### src/rtl/leg_imm_pkg.sv
// Shared types and constants for the immediate encoder.
// Optional feature macro: IMM_ENC_NEG_EN (adds ~V and -V search passes).
package leg_imm_pkg;

    typedef enum logic [1:0] {
        IMM_DP   = 2'b00,
        IMM_MEM  = 2'b01,
        IMM_BR   = 2'b10,
        IMM_HALF = 2'b11
    } imm_src_t;

    typedef enum logic [1:0] {
        IDLE   = 2'b00,
        SEARCH = 2'b01,
        DONE   = 2'b10
    } enc_state_t;

    typedef enum logic [1:0] {
        ALT_DIRECT = 2'b00,
        ALT_NOT    = 2'b01,
        ALT_NEG    = 2'b10
    } alt_t;

    localparam int          ROT_STEPS    = 16;
    localparam logic [31:0] MEM_IMM_MAX  = 32'd4096;
    localparam logic [31:0] HALF_IMM_MAX = 32'd256;

    typedef struct packed {
        logic [23:0] field;
        logic        ok;
        alt_t        alt;
    } enc_result_t;

    // Rotate left by an even amount up to 30 bits.
    function automatic logic [31:0] rol32(
        input logic [31:0] v,
        input logic [4:0]  amt
    );
        logic [63:0] d;
        d = {v, v} << amt;
        return d[63:32];
    endfunction

endpackage

### src/rtl/imm_encoder_rot_check.sv
// Single-rotation probe: does rol(value, 2*rot) fit in eight bits.
// Purely combinational; the encoder steps rot once per cycle.
module imm_rot_check
    import leg_imm_pkg::*;
(
    input  logic [31:0] Value,
    input  logic [3:0]  rot,
    output logic        hit,
    output logic [7:0]  imm8
);

    logic [31:0] rotated;

    // Rotate and test that only the low byte remains populated.
    always_comb begin
        rotated = rol32(Value, {rot, 1'b0});
        hit     = (rotated[31:8] == 24'd0);
        imm8    = rotated[7:0];
    end

endmodule

### src/rtl/imm_encoder.sv
// Immediate encoder: 32-bit constant + format -> 24-bit instruction field.
// Build option IMM_ENC_NEG_EN: rotated search retries on ~V then -V.
module imm_encoder
    import leg_imm_pkg::*;
(
    input  logic        clk,
    input  logic        reset_n,
    input  logic        in_valid,
    output logic        in_ready,
    input  logic [31:0] Value,
    input  logic [1:0]  ImmSrc,
    input  logic        RiType,
    input  logic        SignExtend,
    output logic        out_valid,
    input  logic        out_ready,
    output logic [23:0] Field,
    output logic        Ok,
    output logic [1:0]  Alt
);

    enc_state_t  state;
    enc_state_t  state_nx;
    logic [31:0] value_q;
    logic [3:0]  rot_q;
    enc_result_t res_q;
    enc_result_t direct_res;

    logic        accept;
    logic        go_search;
    logic        last_rot;
    logic        last_pass;
    logic        search_exit;
    logic [31:0] cand;
    alt_t        cur_alt;
    logic        rot_hit;
    logic [7:0]  rot_imm8;

    assign accept    = in_valid & in_ready;
    assign go_search = (imm_src_t'(ImmSrc) == IMM_DP) & RiType;
    assign last_rot  = (rot_q == 4'(ROT_STEPS - 1));

    assign search_exit = (state == SEARCH)
                       & (rot_hit | (last_rot & last_pass));

    imm_rot_check u_rot (
        .Value (cand),
        .rot   (rot_q),
        .hit   (rot_hit),
        .imm8  (rot_imm8)
    );

`ifdef IMM_ENC_NEG_EN
    logic [1:0] pass_q;

    // Select the candidate for the current pass: V, ~V, then -V.
    always_comb begin
        cand      = value_q;
        cur_alt   = ALT_DIRECT;
        last_pass = 1'b0;
        case (pass_q)
            2'd0: begin
                cand    = value_q;
                cur_alt = ALT_DIRECT;
            end
            2'd1: begin
                cand    = ~value_q;
                cur_alt = ALT_NOT;
            end
            default: begin
                cand      = 32'd0 - value_q;
                cur_alt   = ALT_NEG;
                last_pass = 1'b1;
            end
        endcase
    end

    // Advance the pass after each full sweep of rotations.
    always_ff @(posedge clk or negedge reset_n) begin
        if (!reset_n) begin
            pass_q <= 2'd0;
        end else if (accept) begin
            pass_q <= 2'd0;
        end else if (state == SEARCH) begin
            if (search_exit)
                pass_q <= 2'd0;
            else if (last_rot)
                pass_q <= pass_q + 2'd1;
        end
    end
`else
    assign cand      = value_q;
    assign cur_alt   = ALT_DIRECT;
    assign last_pass = 1'b1;
`endif

    // Formats that encode in one step, resolved at accept time.
    always_comb begin
        direct_res = '0;
        unique case (imm_src_t'(ImmSrc))
            IMM_DP: begin
                direct_res.ok    = (Value < MEM_IMM_MAX);
                direct_res.field = {12'd0, Value[11:0]};
            end
            IMM_MEM: begin
                if (SignExtend)
                    direct_res.ok = (Value[31:11] == '0)
                                  | (Value[31:11] == '1);
                else
                    direct_res.ok = (Value < MEM_IMM_MAX);
                direct_res.field = {12'd0, Value[11:0]};
            end
            IMM_BR: begin
                direct_res.ok = (Value[1:0] == 2'b00)
                              & (Value[31:25] == {7{Value[25]}});
                direct_res.field = Value[25:2];
            end
            IMM_HALF: begin
                direct_res.ok    = (Value < HALF_IMM_MAX);
                direct_res.field = {12'd0, Value[7:4],
                                    4'd0, Value[3:0]};
            end
        endcase
        if (!direct_res.ok)
            direct_res.field = '0;
    end

    // State register.
    always_ff @(posedge clk or negedge reset_n) begin
        if (!reset_n)
            state <= IDLE;
        else
            state <= state_nx;
    end

    // Next-state logic.
    always_comb begin
        state_nx = state;
        case (state)
            IDLE: begin
                if (accept)
                    state_nx = go_search ? SEARCH : DONE;
            end
            SEARCH: begin
                if (search_exit)
                    state_nx = DONE;
            end
            DONE: begin
                if (out_ready)
                    state_nx = IDLE;
            end
            default: state_nx = IDLE;
        endcase
    end

    // Handshake outputs follow the state directly.
    always_comb begin
        in_ready  = (state == IDLE);
        out_valid = (state == DONE);
        Field     = res_q.field;
        Ok        = res_q.ok;
        Alt       = res_q.alt;
    end

    // Request latch, rotation counter and result register.
    always_ff @(posedge clk or negedge reset_n) begin
        if (!reset_n) begin
            value_q <= '0;
            rot_q   <= '0;
            res_q   <= '0;
        end else if (accept) begin
            value_q <= Value;
            rot_q   <= '0;
            res_q   <= go_search ? '0 : direct_res;
        end else if (state == SEARCH) begin
            if (search_exit) begin
                rot_q <= '0;
                if (rot_hit) begin
                    res_q.field <= {12'd0, rot_q, rot_imm8};
                    res_q.ok    <= 1'b1;
                    res_q.alt   <= cur_alt;
                end else begin
                    res_q <= '0;
                end
            end else begin
                rot_q <= rot_q + 4'd1;
            end
        end else if ((state == DONE) && out_ready) begin
            res_q <= '0;
        end
    end

endmodule

### config.mk
export PLATFORM = sky130hd
export DESIGN_NAME = imm_encoder
export DESIGN_NICKNAME = d
export VERILOG_FILES = /design/src/rtl/leg_imm_pkg.sv /design/src/rtl/imm_encoder_rot_check.sv /design/src/rtl/imm_encoder.sv
export SDC_FILE = /design/constraint.sdc
export NUM_CORES = 1
export LEC_CHECK = 0
export ABC_AREA = 1
export BUFFER_PORTS_ARGS = -buffer_cell sky130_fd_sc_hd__buf_2
export CORE_MARGIN = 1
export CORE_UTILIZATION = 40
export CTS_CLUSTER_SIZE = 25
export DETAILED_ROUTE_END_ITERATION = 8
export PLACE_DENSITY = 0.71
export SYNTH_ARGS = -nofsm -noshare
export SYNTH_HDL_FRONTEND = slang
export SYNTH_SLANG_ARGS = --single-unit
### constraint.sdc
create_clock -name clk -period 2.6 [get_ports clk]
set_clock_uncertainty 0.2 [all_clocks]
set_input_delay 0.39 -clock clk [delete_from_list [all_inputs] [get_ports clk]]
set_output_delay 0.39 -clock clk [all_outputs]
set_load 0.02 [all_outputs]
==> metrics.csv, run 1 <==
metric;value;unit
post-route-util;48.1;%
slowest_delay;440;ps
arrival;2400;ps
hold_start;Value[30];
reg2reg_depth;15;
synth.largest_area_cell;dfrtp_1;
globalRouteOverflowTotal;0;
ys_types;29;
cp-start-kind;flop;
setup_viol;0;
gp_congestion;0.981;
path_delay_family;simple AND/OR/NAND/NOR gates;
timing.critical_path.buf_inv;1;
synth_compound_area_share;7.45;%
h-tree-depth;3;
area_growth;15.2;%
nFillCells;1074;
rows;37;
cts_sinks;63;
wire_per_inst;14.9;microns
hold_path.class;in2reg;
crit_chain;buf_12, nand2_1, nand3_1, nand2_1, nand2_1, nand2_1, nand2_1, nor2_1, nand2_1, nand2_1, nand3_2, nand2_4, nand2_8, nand2_1, o21ai_0;
hold_depth;3;
vias_per_cell;5.35;
clk_pin_slew_worst_paths;80;ps
drc;0;
dp.cells;860;
cts_tree;built;
max_slew_margin;50.6;%
fmax;0.421;GHz
path_common_cell;nand2_1;
post-place-ws;178;ps
root_buffer;clkbuf_8;
instances_no_fill;877;
antenna_found_initial;0;
rsz0062_at_grt;no;
avgSynthCellArea;6.36;sq um
hold_slack;78.8;ps
netlist_top_cells_area;dfrtp_1 (36%), nand2_1 (26%), nand3_1 (13%);
clockBufferDepth;2;
status;finished clean;
fin_nets;779;
ant_nets;0;
dpl.hpwl;9.82;mm
synth_top_area_share;36.2;%
dr_total_vias;4696;
crit_cells;15;
peakVddDrop;407;uV
cap_violations;0;
synthXorXnorAreaFrac;0.403;%
worst_pin_slew;741;ps
yosysSeqAreaShare;36.2;%
cp-end-kind;flop;
r2r-start;rot_q[0];
yosys_register_bits;63;
core_area;0.0104;sq mm
cellLeakagePower;2.70;nW
synthMuxAreaShare;0;%
p_per_area;1040;mW/mm^2
drive_gt1_share;13.5;%
min_period;2370;ps
ys_warn_count;0;
drt_wl_total;13.0;mm
first_pass_iters;5;
r2r_slack;230;ps
critPathKind;reg2reg;
finalSetupTns;0;ps
syn_inst;684;
synth-adder-area-share;0.863;%
synth_top_family_by_area;simple AND/OR/NAND/NOR gates;
crit_fanout;37;
fin_crit_sh;91.3;%
grt_pass1_wl;21.7;mm
cp_slowest_cell;dfrtp_1;
antenna_cells;0;
seqCellArea;0.00158;sq mm
cts_buffers;9;
critPathRequiredTime;2620;ps
r2r-end;Field[14];
clk_latency;350;ps
track_usage;24.8;%
fin_ws;226;ps
die-area;0.0113;sq mm
multiInputGateArea;0.00240;sq mm
hold_viol_final;0;
synth.cell_area;0.00435;sq mm
report.final.slew_viol_count;0;
drt_iter0_drc;488;
grt_max_degree;49;
die_h;106;microns
port_buffers;66;
yosys.area_share.simple;46.1;%
start_util;41.8;%
hold_end;cand[30];
grt_pass1_vias;4315;
die_w;106;microns
io_pins;69;
[registers in the layout (all words and copies together), names as in the netlist]
| name | cells |
|---|---|
| state | 2 |
| Field | 24 |
| cand | 32 |
| Ok | 1 |
| rot_q | 4 |
[layout make-up]
| cell class | count | area share (%) |
|---|---|---|
| multi-input combinational | 541 | 47.9 |
| timing repair buffer | 79 | 9.59 |
| clock buffer | 11 | 2.82 |
| sequential | 63 | 31.5 |
| tap | 136 | 3.39 |
| inverter | 42 | 3.20 |
| clock inverter | 5 | 1.62 |
[per-stage QoR]
stage                     instance area, sq um  total power, W
after floorplan                           4350         0.00352
after global placement                    4770         0.00421
after detailed placement                  4770         0.00424
after CTS                                 5000         0.00521
after global routing                      5010         0.00571
final                                     5010         0.00523
[cells in the mapped netlist (all sizes together)]
master	count
a21oi	2
conb	1
nand4	18
nand3b	3
nor4	1
dfrtp	63
o22ai	6
xnor2	1
ha	3
nor2	41
nand2	298
inv	42
o41ai	1
o221ai	4
nand3	114
o21ai	45
buf	20
clkbuf	19
xor2	1
o31ai	1
[power by group]
| part | switching (W) | leakage [nW] | internal, W |
|---|---|---|---|
| sequential | 0.000273 | 0.823 | 0.00128 |
| clock | 0.000390 | 0.110 | 0.000566 |
| combinational | 0.00186 | 1.77 | 0.000859 |
| total | 0.00253 | 2.70 | 0.00270 |
[metal layers]
metal / GRT usage, % / share of wire, %
met5: 0 / 0
met4: 10.0 / 2.7
met3: 3.56 / 6.0
met2: 37.8 / 45
met1: 35.0 / 46
[timing repair]
item / in CTS / in global routing
buffers inserted: 0 / 0
resized for setup: 0 / 1
hold endpoints to repair: 31 / 0
setup endpoints to repair: 0 / 23
hold buffers: 1 / 0
[worst max-delay path by stage]
stage,from,end,slack (ps)
2_1_floorplan,rot_q[1],Field[22],490
3_3_place_gp,Value[25],Field[2],180
3_5_place_dp,Value[25],Field[2],180
4_1_cts,rot_q[0],Field[14],170
5_1_grt,rot_q[0],Field[0],0.9
6_report,rot_q[0],Field[14],230
[cell usage in the layout (no fill, tap or decap), drive strengths merged]
cell         synthesis  layout
nor2                41      41
clkinvlp             0       1
clkbuf              19      11
nand3              114     114
nand4               18      18
o21ai               45      45
o221ai               4       4
o31ai                1       1
conb                 1       2
nand3b               3       3
inv                 42      42
buf                 20      78
o41ai                1       1
ha                   3       3
nand2              298     298
dfrtp               63      63
xor2                 1       1
nor4                 1       1
a21oi                2       2
bufinv               0       2
xnor2                1       1
dlygate4sd3          0       1
clkinv               0       2
o22ai                6       6
[kinds of logic after synthesis]
family | after synthesis
AOI/OAI and AO/OA | 59
xor gates and xnor gates | 2
adders and majority gates | 3
buffers and inverters | 81
DFF | 63
other | 1
and+or+nand+nor | 475
[tightest hold or removal path: cells and delay by family]
family	cells	cell delay, ps
buffers and inverters	1	100
AND/OR/NAND/NOR	2	90
Note: power is estimated with default switching activity, not from simulation.
==> run 2, diff against run 1 <==
--- a/config.mk
+++ b/config.mk
@@ -7,11 +7,12 @@
 export LEC_CHECK = 0
 export ABC_AREA = 1
 export BUFFER_PORTS_ARGS = -buffer_cell sky130_fd_sc_hd__buf_2
+export CORE_ASPECT_RATIO = 1.75
 export CORE_MARGIN = 1
-export CORE_UTILIZATION = 40
+export CORE_UTILIZATION = 55
 export CTS_CLUSTER_SIZE = 25
 export DETAILED_ROUTE_END_ITERATION = 8
-export PLACE_DENSITY = 0.71
+export PLACE_DENSITY = 0.89
 export SYNTH_ARGS = -nofsm -noshare
 export SYNTH_HDL_FRONTEND = slang
 export SYNTH_SLANG_ARGS = --single-unit
==> metrics.csv, run 2 (same netlist as run 1, synthesis figures left out) <==
metric;value;unit;change
met2_usage;58.3;%;+20 points
crit_fanout;37;;unchanged
max_slew_margin;61.3;%;+11 points
worst_pin_slew;580;ps;-161 ps
drc;0;;unchanged
cp-end-kind;flop;;
ant_nets;0;;unchanged
cap_violations;0;;unchanged
cellLeakagePower;2.74;nW;+1.7%
instances_no_fill;833;;-5.0%
final_cell_mix;nand2_1 (296), nand3_1 (113), buf_2 (66);;
p_switching;0.00266;W;+5.1%
arrival;2390;ps;about the same
hold_path.class;in2reg;;
port_buffers;66;;unchanged
status;finished clean;;
antenna_cells;0;;unchanged
nFillCells;661;;-38%
use_met1;38.2;%;+3.1 points
reg2reg_depth;15;;unchanged
die-area;0.00828;sq mm;-27%
rows;42;;+14%
fin_crit_sh;91.9;%;+0.57 points
fin_nets;783;;+0.51%
cts_sinks;63;;unchanged
clk_pin_slew_worst_paths;50;ps;-30 ps
swShare;47.6;%;-0.67 points
hold_depth;3;;unchanged
grt_pass1_vias;4611;;+6.9%
drt_iter0_drc;432;;-11%
clk_latency;330;ps;-20 ps
pwr-share-comb;50.5;%;-1.6 points
grt.busiest_layer;met2;;
grt.met3_usage;3.95;%;+0.39 points
critPathKind;reg2reg;;
cts_tree;built;;
root_buffer;clkbuf_16;;
rsz0062_at_grt;no;;
grt_pass1_wl;21.8;mm;+0.41%
wire_per_inst;15.9;microns;+7.0%
seq_power_share;28.1;%;-1.6 points
first_pass_iters;5;;unchanged
io_pins;69;;unchanged
largest_register_ffs;32;;unchanged
finalSetupTns;0;ps;unchanged
internal_power;0.00292;W;+8.0%
clockBufferDepth;2;;unchanged
post_cts_buffers;0;;unchanged
core_area;0.00762;sq mm;-27%
p_clk_share;21.4;%;+3.1 points
hold_viol_final;0;;unchanged
cts_buffers;9;;unchanged
dr_total_vias;4843;;+3.1%
p_per_area;1110;mW/mm^2;+6.1%
grt_max_degree;49;;unchanged
setup_viol;0;;unchanged
layout_commonest_cell;nand2_1;;
report.final.slew_viol_count;0;;unchanged
antenna_found_initial;0;;unchanged
fmax;0.419;GHz;-0.62%
gp_congestion;1.00;;+2.1%
critPathRequiredTime;2600;ps;-20 ps
dp.cells;816;;-5.1%
h-tree-depth;3;;unchanged
dpl.hpwl;10.0;mm;+2.1%
track_usage;33.4;%;+8.6 points
min_period;2390;ps;+14.8 ps
cp-start-kind;flop;;
start_util;57.1;%;+15 points
globalRouteOverflowTotal;0;;unchanged
peakVddDrop;759;uV;+86%
drt_wl_total;13.3;mm;+1.7%
die_h;120;microns;+13%
die_w;69.2;microns;-35%
area_growth;15.8;%;
vias_per_cell;5.81;;+8.6%
drive_gt1_share;14.1;%;+0.60 points
## run 2: power by group through the flow
stage               Clock, W  Sequential (W)  Combinational (W)
detailed placement         0         0.00156            0.00274
finish               0.00119         0.00157            0.00282
floorplan                  0         0.00151            0.00201
global placement           0         0.00155            0.00272
CTS                  0.00119         0.00155            0.00277
global route         0.00123         0.00159            0.00318
## run 2: repair_timing
action | in CTS | in global routing
endpoints found under the hold margin | 25 | 0
hold buffers | 1 | 0
endpoints found under the setup margin | 0 | 10
resized for setup | 0 | 2
## run 2: worst max-delay path, stage by stage, from the launching register on
cell	delay, ps
dfrtp_1	430
buf_12	190
nand2_1	100
nand3_1	130
nand2_1	140
nand2_1	60
nor2_1	100
nand2_1	60
nand2_1	50
inv_1	40
nor2_2	140
nand3_2	140
nand2_4	120
nand2_8	130
nand2_1	100
o21ai_0	100
## run 2: area by class of cell
class	count	area, sq um	area share (%)
Clock inverter	6	60.1	1.19
Tap cell	88	110	2.19
Multi-Input combinational cell	541	2400	47.7
Sequential cell	63	1580	31.3
Inverter	42	163	3.23
Clock buffer	10	239	4.75
Timing Repair Buffer	83	485	9.64
## run 2: routing by layer
layer | up-vias | wire, microns
met5 | - | 0
met4 | 0 | 805
met3 | 54 | 605
met2 | 201 | 6660
met1 | 2242 | 5190
li1 | 2346 | -
## run 2: final timing paths
kind	startpoint	end	slack, ps
min reg2reg	Field[15]	Field[15]	290
min	Value[30]	cand[30]	100
max in group asynchronous	reset_n	Ok	1030
max	rot_q[0]	Field[13]	210
max reg2reg	rot_q[0]	Field[13]	210
min in group asynchronous	reset_n	cand[23]	420
## run 2: stage by stage
step	area [sq um]	hold WS (ps)	util [%]	total power (W)	setup slack (ps)
CTS	5020	95.7	65.9	0.00552	133
detailed placement	4720	212	61.9	0.00431	153
finish	5040	105	66.1	0.00557	211
floorplan	4350	-106	-	0.00352	487
global placement	4720	211	61.9	0.00427	234
global route	5040	122	66.1	0.00600	26.1
